File: src/rtl/ic_read_arbiter.sv
`default_nettype none
// ============================================================================
//  Module      : ic_read_arbiter
//  Description : Round-robin arbiter sharing one DDR instruction-read port
//                (valid/addr/ack/data) between NUM_REQ instruction-cache
//                read requesters. One transaction outstanding at a time.
//                Optional watchdog enabled by defining ARB_TIMEOUT_EN.
//  Revision    : 1.0 - initial release
// ============================================================================
module ic_read_arbiter #(
  parameter int  NUM_REQ     = 2,
  parameter int  ADDR_W      = 32,
  parameter int  DATA_W      = 128,
  parameter int  TIMEOUT_CYC = 1024,
  localparam int GW          = (NUM_REQ > 1) ? $clog2(NUM_REQ) : 1
) (
  input  logic                      clk,
  input  logic                      rst_n,
  input  logic [NUM_REQ-1:0]        req_valid_i,
  input  logic [NUM_REQ*ADDR_W-1:0] req_addr_i,
  output logic [NUM_REQ-1:0]        req_ack_o,
  output logic [DATA_W-1:0]         req_data_o,
  output logic                      dma_valid_o,
  output logic [ADDR_W-1:0]         dma_addr_o,
  input  logic                      dma_ack_i,
  input  logic [DATA_W-1:0]         dma_data_i,
  output logic [GW-1:0]             grant_id_o,
  output logic                      busy_o
`ifdef ARB_TIMEOUT_EN
  ,
  output logic                      timeout_err_o
`endif
);

  typedef enum logic [1:0] {
    IDLE = 2'd0,
    REQ  = 2'd1,
    DONE = 2'd2
  } state_e;

  state_e              state_q;
  logic [NUM_REQ-1:0]  req_ack_q;
  logic [DATA_W-1:0]   req_data_q;
  logic                dma_valid_q;
  logic [ADDR_W-1:0]   dma_addr_q;
  logic [GW-1:0]       grant_id_q;
  logic [GW-1:0]       last_grant_q;

  logic [GW-1:0]       win_id_d;
  logic                win_vld_d;
  logic [GW-1:0]       cand_d;
  logic [ADDR_W-1:0]   addr_arr [NUM_REQ];

  // Reject parameter values outside the supported range at elaboration.
  if (NUM_REQ < 2 || NUM_REQ > 8 || TIMEOUT_CYC < 1) begin : g_param_chk
    $error("ic_read_arbiter: NUM_REQ must be 2..8 and TIMEOUT_CYC >= 1");
  end

  // Unpack the flattened address bus into one entry per requester.
  for (genvar i = 0; i < NUM_REQ; i++) begin : g_addr_unpack
    assign addr_arr[i] = req_addr_i[i*ADDR_W +: ADDR_W];
  end

  // Round-robin search starting just after the last grant; the last grantee
  // is examined last, so it only wins again when nobody else is asking.
  always_comb begin
    win_id_d  = '0;
    win_vld_d = 1'b0;
    cand_d    = '0;
    for (int k = 1; k <= NUM_REQ; k++) begin
      cand_d = GW'((int'(last_grant_q) + k) % NUM_REQ);
      if (!win_vld_d && req_valid_i[cand_d]) begin
        win_vld_d = 1'b1;
        win_id_d  = cand_d;
      end
    end
  end

  // Transaction FSM with registered downstream request and upstream response.
  always_ff @(posedge clk or negedge rst_n) begin
    if (!rst_n) begin
      state_q      <= IDLE;
      req_ack_q    <= '0;
      req_data_q   <= '0;
      dma_valid_q  <= 1'b0;
      dma_addr_q   <= '0;
      grant_id_q   <= '0;
      last_grant_q <= GW'(NUM_REQ - 1);
    end else begin
      case (state_q)
        IDLE: begin
          if (win_vld_d) begin
            grant_id_q  <= win_id_d;
            dma_addr_q  <= addr_arr[win_id_d];
            dma_valid_q <= 1'b1;
            state_q     <= REQ;
          end
        end
        REQ: begin
          // No abort path: the grantee is answered even if it withdrew.
          if (dma_ack_i) begin
            req_data_q  <= dma_data_i;
            req_ack_q   <= NUM_REQ'(1) << grant_id_q;
            dma_valid_q <= 1'b0;
            state_q     <= DONE;
          end
        end
        DONE: begin
          req_ack_q    <= '0;
          last_grant_q <= grant_id_q;
          state_q      <= IDLE;
        end
        default: begin
          state_q <= IDLE;
        end
      endcase
    end
  end

`ifdef ARB_TIMEOUT_EN
  localparam int CW = $clog2(TIMEOUT_CYC + 1);

  logic [CW-1:0] cnt_q;
  logic          timeout_err_q;

  // Watchdog: counts REQ cycles without an ack; the error flag is sticky.
  always_ff @(posedge clk or negedge rst_n) begin
    if (!rst_n) begin
      cnt_q         <= '0;
      timeout_err_q <= 1'b0;
    end else if (state_q == IDLE && win_vld_d) begin
      cnt_q <= '0;
    end else if (state_q == REQ && !dma_ack_i) begin
      if (cnt_q < CW'(TIMEOUT_CYC)) begin
        cnt_q <= cnt_q + 1'b1;
      end
      if (cnt_q == CW'(TIMEOUT_CYC - 1)) begin
        timeout_err_q <= 1'b1;
      end
    end
  end

  assign timeout_err_o = timeout_err_q;
`endif

  assign req_ack_o   = req_ack_q;
  assign req_data_o  = req_data_q;
  assign dma_valid_o = dma_valid_q;
  assign dma_addr_o  = dma_addr_q;
  assign grant_id_o  = grant_id_q;
  assign busy_o      = (state_q != IDLE);

endmodule
`default_nettype wire

File: config.mk
export PLATFORM = sky130hd
export DESIGN_NAME = ic_read_arbiter
export DESIGN_NICKNAME = d
export VERILOG_FILES = /design/src/rtl/ic_read_arbiter.sv
export SDC_FILE = /design/constraint.sdc
export NUM_CORES = 1
export LEC_CHECK = 0
export ABC_AREA = 1
export BUFFER_PORTS_ARGS = -buffer_cell sky130_fd_sc_hd__buf_4
export CORE_AREA = 4 4 139 141
export CTS_CLUSTER_DIAMETER = 50
export CTS_CLUSTER_SIZE = 40
export DETAILED_ROUTE_END_ITERATION = 12
export DIE_AREA = 0 0 143 145
export GPL_TIMING_DRIVEN = 0
export PLACE_DENSITY = 0.7
export SLEW_MARGIN = 0
export SYNTH_ARGS = -nofsm -noshare
export SYNTH_HDL_FRONTEND = slang
export SYNTH_SLANG_ARGS = --single-unit
File: constraint.sdc
create_clock -name clk -period 2.6 [get_ports clk]
set_input_delay 0.52 -clock clk [delete_from_list [all_inputs] [get_ports clk]]
set_output_delay 0.52 -clock clk [all_outputs]
set_load 0.05 [all_outputs]
**After elaboration in Yosys (flattened, before gate mapping)**

Cells that the tools add are included.

- Memory bits (read-only): 0
- Memories: 0
- Bits in writable memories: 0
- Latch bits: 0
- Input port bits: 197
- Flip-flop bits (word level): 167
- Output and inout bits: 165

- $lt $le $gt $ge: 3
- Bitwise logic cells: 1
- $add $sub $neg: 2
- Div/mod/pow operators: 0
- Multipliers: 0
- Equality and inequality tests: 4
- Shift operators: 1
- Mux-type cells: 19
- Reduce and logical (&&, ||, !) cells: 11

Operators with widths:

| kind | number |
|---|---|
| two-way mux 32 bit | 3 |
| two-way mux 1 bit | 10 |
| case mux 2 bit (2 select lines) | 2 |
| AND reduction 2 bit | 4 |
| two-way mux 2 bit | 3 |
| nonzero test 2 bit | 3 |
| < comparator 1 x 2 -> 1 bit, second input constant | 2 |
| != test 2 bit, second input constant | 2 |
| AND reduction 3 bit | 1 |
| adder 1 bit, second input constant | 2 |
| equality test 2 x 1 -> 1 bit, second input constant | 1 |
| equality test 2 bit, second input constant | 1 |
| greater-or-equal comparator 2 bit, second input constant | 1 |
| logical NOT 2 bit | 1 |
| inverter 1 -> 2 bit | 1 |
| case mux 1 bit (2 select lines) | 1 |
| left shift 1 x 1 -> 2 bit, first input constant | 1 |
| logical AND 1 bit | 1 |
| logical NOT 1 bit | 1 |

**Depth between registers and ports, before layout**

- Depth in word-level cells: 11
- Mapped depth: 7

**Least setup slack after synthesis**

OpenSTA, ideal clock, no wires.

- Path kind: register to register
- From: register state_q[0]
- To: register dma_addr_q[10] (netlist: dma_addr_o[10])
- Setup slack: 1.179 ns
- Data arrival time: 1.355 ns
- Library setup time: 0.066 ns
- Period minus slack after synthesis: 1.421 ns
- Cell stages (with the launch flop): 7
- Data required time: 2.534 ns
- Buffers on the path: 1
- Path through: dfrtp_1 -> inv_2 -> nand2_1 -> nor2_2 -> buf_2 -> nand3_1 -> nand2_1

- Cells in the longest elaborated chain, start to end: 2

RTL lines:

| item | RTL line | text |
|---|---|---|
| start, declared | 41 | `state_e state_q;` |
| start signal, assigned | 82 | `state_q <= IDLE;` |
| start signal, assigned | 96 | `state_q <= REQ;` |
| start signal, assigned | 105 | `state_q <= DONE;` |
| logical NOT 2 bit | 90 | `case (state_q)` |
| AND reduction 2 bit (no line) | - |  |
| end signal, assigned | 94 | `dma_addr_q <= addr_arr[win_id_d];` |
| end, declared | 45 | `logic [ADDR_W-1:0] dma_addr_q;` |

Every way passes these cells.
A chain may end at the register's enable or synchronous reset.

**Worst setup path in the final report**

- From: register state_q[1]
- To: output port busy_o

- Cells in the longest elaborated chain, start to end: 1

RTL lines:

| item | RTL line | text |
|---|---|---|
| nonzero test 2 bit | 151 | `assign busy_o = (state_q != IDLE);` |
| end, declared | 28 | `output logic busy_o` |

Every way passes these cells.

==> metrics <==
CP endpoint kind primary output; Design Power 16.5 mW; Crit Path Class flop to primary output; port bufs 360; Initial DRT Pass Iterations 5; CP arrival 1.22 ns; CTS root buf clkbuf_16; register share of total power 27.7%; post-route ant nets 0; status finished clean; vias in the first global route 6633; worst skew pair latency 0.42 ns; gr ovfl total 0; final hold violations 0; post-synthesis cell type count 16; Slew HR 54.1%; First DRT Iteration DRCs 344; worst slack at placement 0.938 ns; maximum fanout along the worst path 4; Tightest Pin Transition 0.689 ns; Core Util, Final 58.9%; combinational power share 55.7%; pin count of the biggest net entering global routing 90; crit-path cells inv_2, nand2_1, buf_4; Switching Share 50.7%; clk sinks 167; Worst Reg-to-Reg Cells 6; Crit path depth 3; slowest cell on the critical path dfrtp_1; ANT cells 0; final WL 22500 um; Detailed Place HPWL 17200 um; fillers 1636; # placed instances 1434; Cells after Synth 844; number of buffers created by CTS 17; vias per cell 4.56; R2R setup slack 1.03 ns; clock skew 0.00819 ns; Die ar. 20700 um2; Worst setup endpoint busy_o; Initial Utilization 38.5%; Slew Limit Fails 0; sequential area share after synthesis 60.4%; Die Y 145 um; routed len/inst 15.3 um; Yosys top cell area share 60.1%; hold buffers post-CTS 0; setup tns final 0 ns; Post-synth EDFFs 0; Net count, final 1421; post-synth top area cell dfrtp_1; Max Clk Rate 576 MHz; gr usage total 21.1%; syn_nets 1041; Synth Flop Type dfrtp_1; GP Congestion 0.857; Internal Power 8.11 mW; Required @ worst endpoint 2.08 ns; commonest cells in the netlist nand2_1 (489), dfrtp_1 (166), inv_1 (65), nand3_1 (65), buf_4 (20); via count 6692; class of the worst hold path input port to asynchronous set/reset pin; area of the multi-input gates 2220 um2; clock share of power 16.7%; core footprint 18000 um2; Max Root-Sink Buffers 2; CP Launch Point state_q[1]; Final min period 1.74 ns; setup violators final 0; top post-synthesis cells by area dfrtp_1 (60%), nand2_1 (27%), nand3_1 (4.7%); fraction of layout instances using a drive strength above 1 34.8%; CP Buf/Inv Count 2; initial antenna violation count 0; Startpoint Class flop; pwr dens 1560 nW/um2; # IOs 362; synth warn 0; postcts setup bufs 0; R2R Path End dma_addr_o[29]; Critical R2R Launch last_grant_q; first-pass GRT wire length 34700 um; number of synthesized register bits 167; area added between synthesis and finish 53.1%; htree depth 4; unrepaired setup endpoints after global routing false; Worst path max stage delay 0.41 ns; Top delay family on crit path flip-flops; Final Non-Filler Cells 1466; most frequent cell after synthesis nand2_1; sw power 8.35 mW; CTS tree done; P_leak 6.20 nW; Sequential Area 4180 um2; fraction of registers with async set/reset 100%; Worst VDD drop 0.000940 V; Final Cycle Share 66.8%; # resized after CTS 0; DRC Markers 0; clk slew on worst S/H paths 0.07 ns; synthesized area 6920 um2; Avg Cell Area, Syn 8.19 um2; PnR worst setup slack 0.863 ns; chip width 143 um; row count 49; maxcap violations 0
stage by stage:
stage,hold slack (ns),cell area [um2]
floorplan,0.224,6920
global placement,0.456,9900
detailed placement,0.466,9940
CTS,0.108,10600
global route,0.138,10600
finish,0.0875,10600
power by group through the flow:
stage / Clock (mW) / Sequential, mW / Combinational (mW)
floorplan: 0 / 8.76 / 1.87
global placement: 0 / 4.54 / 9.16
detailed placement: 0 / 4.55 / 9.27
CTS: 2.80 / 4.55 / 9.27
global route: 2.91 / 4.71 / 9.72
finish: 2.74 / 4.55 / 9.17
placed cells by master, fill, tap and decap left out, drive strengths merged:
cell and count:
clkbuf 32, nand2 489, a21oi 1, buf 393, o31ai 1, inv 72, nor2 4, o21ai 4
clkinv 2, dfstp 1, dfrtp 166, bufinv 4, nand3 66, clkinvlp 2
sequential cells by signal, indices dropped and copies added (netlist names):
signal        count
req_data_o      128
dma_addr_o       32
req_ack_o         2
state_q           2
dma_valid_o       1
grant_id_o        1
last_grant_q      1
cell type report:
| type | instances | area share [%] |
|---|---|---|
| inverters | 68 | 2.41 |
| clock buffers | 20 | 4.31 |
| well taps | 229 | 2.71 |
| clock inverters | 12 | 1.80 |
| repair buffers | 361 | 25.9 |
| multi-input cells | 565 | 21.0 |
| plain buffers | 44 | 2.41 |
| flip-flops and latches | 167 | 39.5 |
how the worst min path moves through the flow:
stage / endpoint / start / slack, ns / cells after the start
after floorplan: dma_addr_o[0] / rst_n / 0.22 / 0
after global placement: dma_valid_o / dma_valid_o / 0.46 / 2
after detailed placement: req_data_o[5] / req_data_o[5] / 0.47 / 2
after CTS: dma_addr_o[29] / rst_n / 0.11 / 1
after global routing: req_data_o[99] / rst_n / 0.14 / 1
final: req_data_o[99] / rst_n / 0.09 / 1
metal layers:
| metal | global-route usage (%) | vias up | routed length [um] |
|---|---|---|---|
| met5 | 0 | - | 0 |
| met4 | 7.08 | 0 | 499 |
| met3 | 5.92 | 31 | 1850 |
| met2 | 36.5 | 271 | 11400 |
| met1 | 25.2 | 3105 | 8750 |
| li1 | - | 3285 | - |
logic make-up after synthesis:
group / synth area share (%)
buf+inv: 7.38
compound gates: 0.525
simple gates: 31.6
flops: 60.4
Power figures use the tool's default switching activity.
